--- src/rtl/udp_pkg.sv ---
// udp_pkg: shared state encoding, header constants and byte-keep helper for the UDP rx/tx blocks.
package udp_pkg;
    typedef enum logic [2:0] {IDLE, HDR_1, HDR_2, DATA, DONE, ERR} state_t;
    localparam logic [15:0] UDP_HDR_BYTES = 16'd8;
    localparam logic [15:0] CSUM_NONE = 16'h0000;
    localparam logic [15:0] CSUM_GOOD = 16'hFFFF;
    function automatic logic [3:0] keep_for(input logic [15:0] left);
        return left >= 16'd4 ? 4'b1111 : {left >= 16'd1, left >= 16'd2, left >= 16'd3, 1'b0};
    endfunction
endpackage

--- src/rtl/udp_csum_accum.sv ---
// udp_csum_accum: 16-bit ones'-complement accumulator taking two addends per enabled cycle.
module udp_csum_accum (
    input  logic        clk,
    input  logic        reset,
    input  logic        clear,
    input  logic        en,
    input  logic [15:0] a,
    input  logic [15:0] b,
    output logic [15:0] sum
);
    logic [15:0] sum_q, sum_d, f1;
    logic [16:0] s1, s2;
    // Each fold cannot carry again: the largest 17-bit sum 0x1FFFE folds to 0xFFFF.
    always_comb begin
        s1 = {1'b0, sum_q} + {1'b0, a};
        f1 = s1[15:0] + {15'd0, s1[16]};
        s2 = {1'b0, f1} + {1'b0, b};
        sum_d = clear ? 16'd0 : en ? s2[15:0] + {15'd0, s2[16]} : sum_q;
    end
    always_ff @(posedge clk) sum_q <= reset ? 16'd0 : sum_d;
    assign sum = sum_q;
endmodule

--- src/rtl/udp_rx_decoder.sv ---
// udp_rx_decoder: strips the UDP header, forwards byte-masked payload words and verifies the checksum.
module udp_rx_decoder
    import udp_pkg::*;
#(
    parameter bit          CHECK_EN = 1'b1,
    parameter logic [15:0] MAX_LEN  = 16'd65535
) (
    input  logic        clk,
    input  logic        reset,
    input  logic        start,
    input  logic [31:0] in_data,
    input  logic        in_av,
    output logic [15:0] src_port,
    output logic [15:0] dest_port,
    output logic [15:0] pay_len,
    output logic [31:0] out_data,
    output logic [3:0]  out_keep,
    output logic        out_wr,
    output logic        fin,
    output logic        chk_ok,
    output logic        err
);
    state_t      state_q, state_d;
    logic [15:0] src_q, src_d, dst_q, dst_d, len_q, len_d, left_q, left_d, csum_q, csum_d, sum, l;
    logic [31:0] out_data_q, out_data_d, masked;
    logic [3:0]  out_keep_q, out_keep_d, keep;
    logic        out_wr_q, out_wr_d, fin_q, fin_d, chk_q, chk_d, err_q, err_d;
    logic        take, restart, bad;
    always_comb begin
        l = in_data[31:16];
        keep = state_q == DATA ? keep_for(left_q) : 4'b1111;
        masked = in_data & {{8{keep[3]}}, {8{keep[2]}}, {8{keep[1]}}, {8{keep[0]}}};
        take = in_av && (state_q inside {HDR_1, HDR_2, DATA});
        restart = start && (state_q inside {IDLE, DONE, ERR});
        bad = l < UDP_HDR_BYTES || {1'b0, l} > {1'b0, MAX_LEN};
        state_d = state_q;
        src_d = src_q;
        dst_d = dst_q;
        len_d = len_q;
        left_d = left_q;
        csum_d = csum_q;
        out_data_d = out_data_q;
        out_keep_d = out_keep_q;
        out_wr_d = 1'b0;
        fin_d = fin_q;
        chk_d = chk_q;
        err_d = err_q;
        if (restart) begin
            state_d = HDR_1;
            fin_d = 1'b0;
            chk_d = 1'b0;
            err_d = 1'b0;
        end else if (take) begin
            case (state_q)
                HDR_1: begin
                    src_d = in_data[31:16];
                    dst_d = in_data[15:0];
                    state_d = HDR_2;
                end
                HDR_2: begin
                    csum_d = in_data[15:0];
                    len_d = bad ? 16'd0 : l - UDP_HDR_BYTES;
                    left_d = l - UDP_HDR_BYTES;
                    err_d = bad;
                    state_d = bad ? ERR : l == UDP_HDR_BYTES ? DONE : DATA;
                end
                DATA: begin
                    out_wr_d = 1'b1;
                    out_data_d = masked;
                    out_keep_d = keep;
                    left_d = left_q - (left_q >= 16'd4 ? 16'd4 : left_q);
                    state_d = left_d == 16'd0 ? DONE : DATA;
                end
                default: ;
            endcase
        end else if (state_q == DONE) begin
            // Evaluated while sitting in DONE so the final payload word is already in the accumulator.
            fin_d = 1'b1;
            chk_d = !CHECK_EN || csum_q == CSUM_NONE || sum == CSUM_GOOD;
        end
    end
    always_ff @(posedge clk) begin
        if (reset) begin
            state_q <= IDLE;
            src_q <= '0;
            dst_q <= '0;
            len_q <= '0;
            left_q <= '0;
            csum_q <= '0;
            out_data_q <= '0;
            out_keep_q <= '0;
            out_wr_q <= 1'b0;
            fin_q <= 1'b0;
            chk_q <= 1'b0;
            err_q <= 1'b0;
        end else begin
            state_q <= state_d;
            src_q <= src_d;
            dst_q <= dst_d;
            len_q <= len_d;
            left_q <= left_d;
            csum_q <= csum_d;
            out_data_q <= out_data_d;
            out_keep_q <= out_keep_d;
            out_wr_q <= out_wr_d;
            fin_q <= fin_d;
            chk_q <= chk_d;
            err_q <= err_d;
        end
    end
    udp_csum_accum u_csum (
        .clk   (clk),
        .reset (reset),
        .clear (restart),
        .en    (take),
        .a     (masked[31:16]),
        .b     (masked[15:0]),
        .sum   (sum)
    );
    assign src_port = src_q;
    assign dest_port = dst_q;
    assign pay_len = len_q;
    assign out_data = out_data_q;
    assign out_keep = out_keep_q;
    assign out_wr = out_wr_q;
    assign fin = fin_q;
    assign chk_ok = chk_q;
    assign err = err_q;
endmodule

--- config.mk ---
export PLATFORM = sky130hd
export DESIGN_NAME = udp_rx_decoder
export DESIGN_NICKNAME = d
export VERILOG_FILES = /design/src/rtl/udp_pkg.sv /design/src/rtl/udp_csum_accum.sv /design/src/rtl/udp_rx_decoder.sv
export SDC_FILE = /design/constraint.sdc
export NUM_CORES = 1
export LEC_CHECK = 0
export BUFFER_PORTS_ARGS = -buffer_cell sky130_fd_sc_hd__buf_2
export CAP_MARGIN = 5
export CORE_AREA = 2 2 181 183
export CTS_CLUSTER_SIZE = 12
export DETAILED_ROUTE_END_ITERATION = 7
export DIE_AREA = 0 0 183 185
export HOLD_SLACK_MARGIN = 0.06
export PLACE_DENSITY_LB_ADDON = 0.1
export SYNTH_ARGS = -nofsm -noshare
export SYNTH_HDL_FRONTEND = slang
export SYNTH_SLANG_ARGS = --single-unit
--- constraint.sdc ---
create_clock -name clk -period 18.5 [get_ports clk]
set_input_delay 5.55 -clock clk [delete_from_list [all_inputs] [get_ports clk]]
set_output_delay 5.55 -clock clk [all_outputs]
set_load 0.01 [all_outputs]
==> results.yml <==
timing:
  finalWorstSetupSlack_ns: 6.675
  fmax_ghz: 0.08456
  rsz0062_at_grt: "no"
  tightest_slew_ns: 1.119
  slew_headroom_pct: 25.34
  period_share_pct: 63.92
  hold_viol_final: 0
  fin_crit_ns: 11.83
  setup_viol: 0
  timing.final.max_slew_violations: 0
  fin_tns_setup_ns: 0
  fin_worst_skew_ns: 0.01385
synth:
  ys_ff_latch: 139
  syn_area_per_cell_um2: 7.786
  yosys-top-cells-area: "dfxtp_1, nand2_1, a21oi_1"
  synth_top_cell_area_share_pct: 35.49
  synth_top_family_by_area: "simple AND/OR/NAND/NOR gates"
  synth_xor_area_share_pct: 7.597
  synthMuxAreaShare_pct: 0.8937
  synth_nets: 1084
  synth_compound_area_share_pct: 20.20
  netlist_top_cells_count: "nand2_1, dfxtp_1, a21oi_1"
  syn-cell-area_um2: 7840
  yosys_warnings: 0
  synth_cell_types: 62
  ys.flop_type: "dfxtp_1"
  synthAdderAreaFrac_pct: 6.735
  async_flop_share_pct: 0
  ys_seq_area_share_pct: 35.49
  synth_edf_count: 0
  synth_simple_gate_area_share_pct: 25.73
  syn-instance-count: 1007
  yosysMostFrequentCell: "nand2_1"
  yosys.area.top_type: "dfxtp_1"
status:
  status: "finished clean"
route:
  wirelength_mm: 28.38
  dr.pass1.iters: 6
  post-route-drc-count: 0
  ant_nets: 0
  routed-via-count: 7400
  wl_per_cell_um: 18.67
  drt_iter0_markers: 473
  drt-vias-per-instance: 4.868
critical_path:
  slowest_delay_ns: 0.36
  start_kind: "primary input"
  critPathRequiredTime_ns: 18.85
  crit_path_end: "u_csum.sum[15]"
  worstSetupPathType: "in -> reg"
  rrSetupSlack_ns: 9.07
  rr_worst_depth: 36
  crit_start: "in_data[16]"
  worstPathArrival_ns: 12.17
  reg2reg_from: "left_q[11]"
  timing.rr.end: "u_csum.sum[15]"
  worst-path-max-fanout: 6
  cpMostUsedCell: "ha_1"
  worst_setup_path_end_kind: "flop"
  slowest_stage: "a311oi_1"
die:
  rows: 66
  die_area_um2: 33860
  initial_core_util_pct: 24.47
  core_um2: 32040
  io_pins: 124
  dieHeight_um: 185
  fp.dieW_um: 183
placed_design:
  dp_hpwl_mm: 21.18
  io_buffers: 123
  dp_slack_ns: 6.273
  gp_congestion: 0.8088
cts:
  htreeDepth: 4
  cts-root-buf: "clkbuf_16"
  postCtsSetupRepairBufs: 0
  clock_path_buffers: 2
  clock_latency_ns: 0.43
  cts_buffers: 17
  cts_resized: 0
  clkTransAtPathRegs_ns: 0.07
  cts_tree: "yes"
  clock-sinks: 139
  holdBufCountCts: 0
grt:
  antenna_found_initial: 0
  grt_start_max_net_pins: 70
  grt.overflow.total: 0
  grt_use_total_pct: 16.94
  grt_pass1_wl_mm: 43.67
  grt_pass1_vias: 7287
run:
  maxCapViolCount: 0
min_path:
  holdPathStages: 2
  hold_path_class: "reg -> reg"
finish:
  nets: 1176
  drive_gt1_share_pct: 16.10
  diodes: 0
  area_growth_pct: 19.95
pwr:
  p_per_area_nw_per_um2: 89.58
  p_leak_uw: 0.003778
  ir_worst_vdd_v: 0.00006511
## metrics by stage
stage          util [%]  std cells  total power (uW)  instance area [um2]  hold slack (ns)
5_1_grt           29.35       1520             886.4                 9404           0.4678
6_report          29.35       1520             842.4                 9404           0.4485
3_5_place_dp      27.49       1488             496.7                 8808           0.4410
4_1_cts           29.35       1520             854.6                 9404           0.4493
3_3_place_gp      27.49       1488             499.6                 8808           0.4404
2_1_floorplan         -       1007             440.2                 7840           0.4360
## cell type report
cell class / instances / area [um2]
tap: 408 / 510.5
clock inverter: 14 / 156.4
multi-input combinational: 800 / 4803
clock buffer: 18 / 439.2
fill: 3516 / 22640
timing repair buffer: 130 / 670.6
sequential: 139 / 2783
inverter: 11 / 41.29
## worst min path at each step
stage / startpoint / end
5_1_grt: src_port[15] / src_port[15]
2_1_floorplan: csum_q[14] / csum_q[14]
3_5_place_dp: pay_len[5] / pay_len[5]
6_report: pay_len[5] / pay_len[5]
4_1_cts: pay_len[5] / pay_len[5]
3_3_place_gp: pay_len[15] / pay_len[15]
## kinds of logic after synthesis
kind of cell,count (synthesis)
xor gates and xnor gates,68
AOI/OAI and AO/OA,252
buffers and inverters,68
and+or+nand+nor,431
other,1
adders and majority gates,41
DFF,139
muxes,7
## report_power, final
group / total, uW / leakage (uW) / switching (uW) / internal (uW)
logic: 179 / 0.00236 / 113 / 65.9
registers: 310 / 0.00112 / 4.96 / 305
clock network: 353 / 0.000291 / 148 / 205
total: 842 / 0.00378 / 266 / 576
## worst max-delay path: cells and delay by family
kind | cells | cell delay [ns]
XOR/XNOR | 2 | 0.29
buffers and inverters | 1 | 0.18
AND/OR/NAND/NOR | 12 | 2.13
AO/OA/AOI/OAI | 13 | 2.57
adder cells (fa/ha/maj) | 6 | 1.40
## registers in the layout, indices dropped and copies added, names as in the netlist, 4 cells and up
signal,flops
out_data,32
csum_q,16
dest_port,16
left_q,16
pay_len,16
src_port,16
u_csum.sum,16
out_keep,4
## routing by layer
metal	wire, um	up-vias	share of wire (%)	track usage (%)
li1	-	3728	-	-
met1	14000	3494	49	23.19
met2	12960	150	46	27.18
met3	968	28	3.4	3.126
met4	454	0	1.6	4.800
met5	0	-	0	0
## placed cells by master, fill, tap and decap left out, drive strengths merged, types with 8 or more instances in the layout
cell	netlist	final
nand2	172	172
dfxtp	139	139
buf	5	130
a21oi	116	116
nor2	94	94
xnor2	41	41
ha	39	39
and2	32	32
nand3	30	30
xor2	27	27
o21ai	27	27
a211oi	23	23
a22o	23	23
nor3	21	21
clkbuf	52	18
inv	11	17
nor4	14	14
nor2b	13	13
and3	11	11
a21o	10	10
nand4	10	10
or2	8	8
No activity file was read; power rests on OpenSTA's default activity.
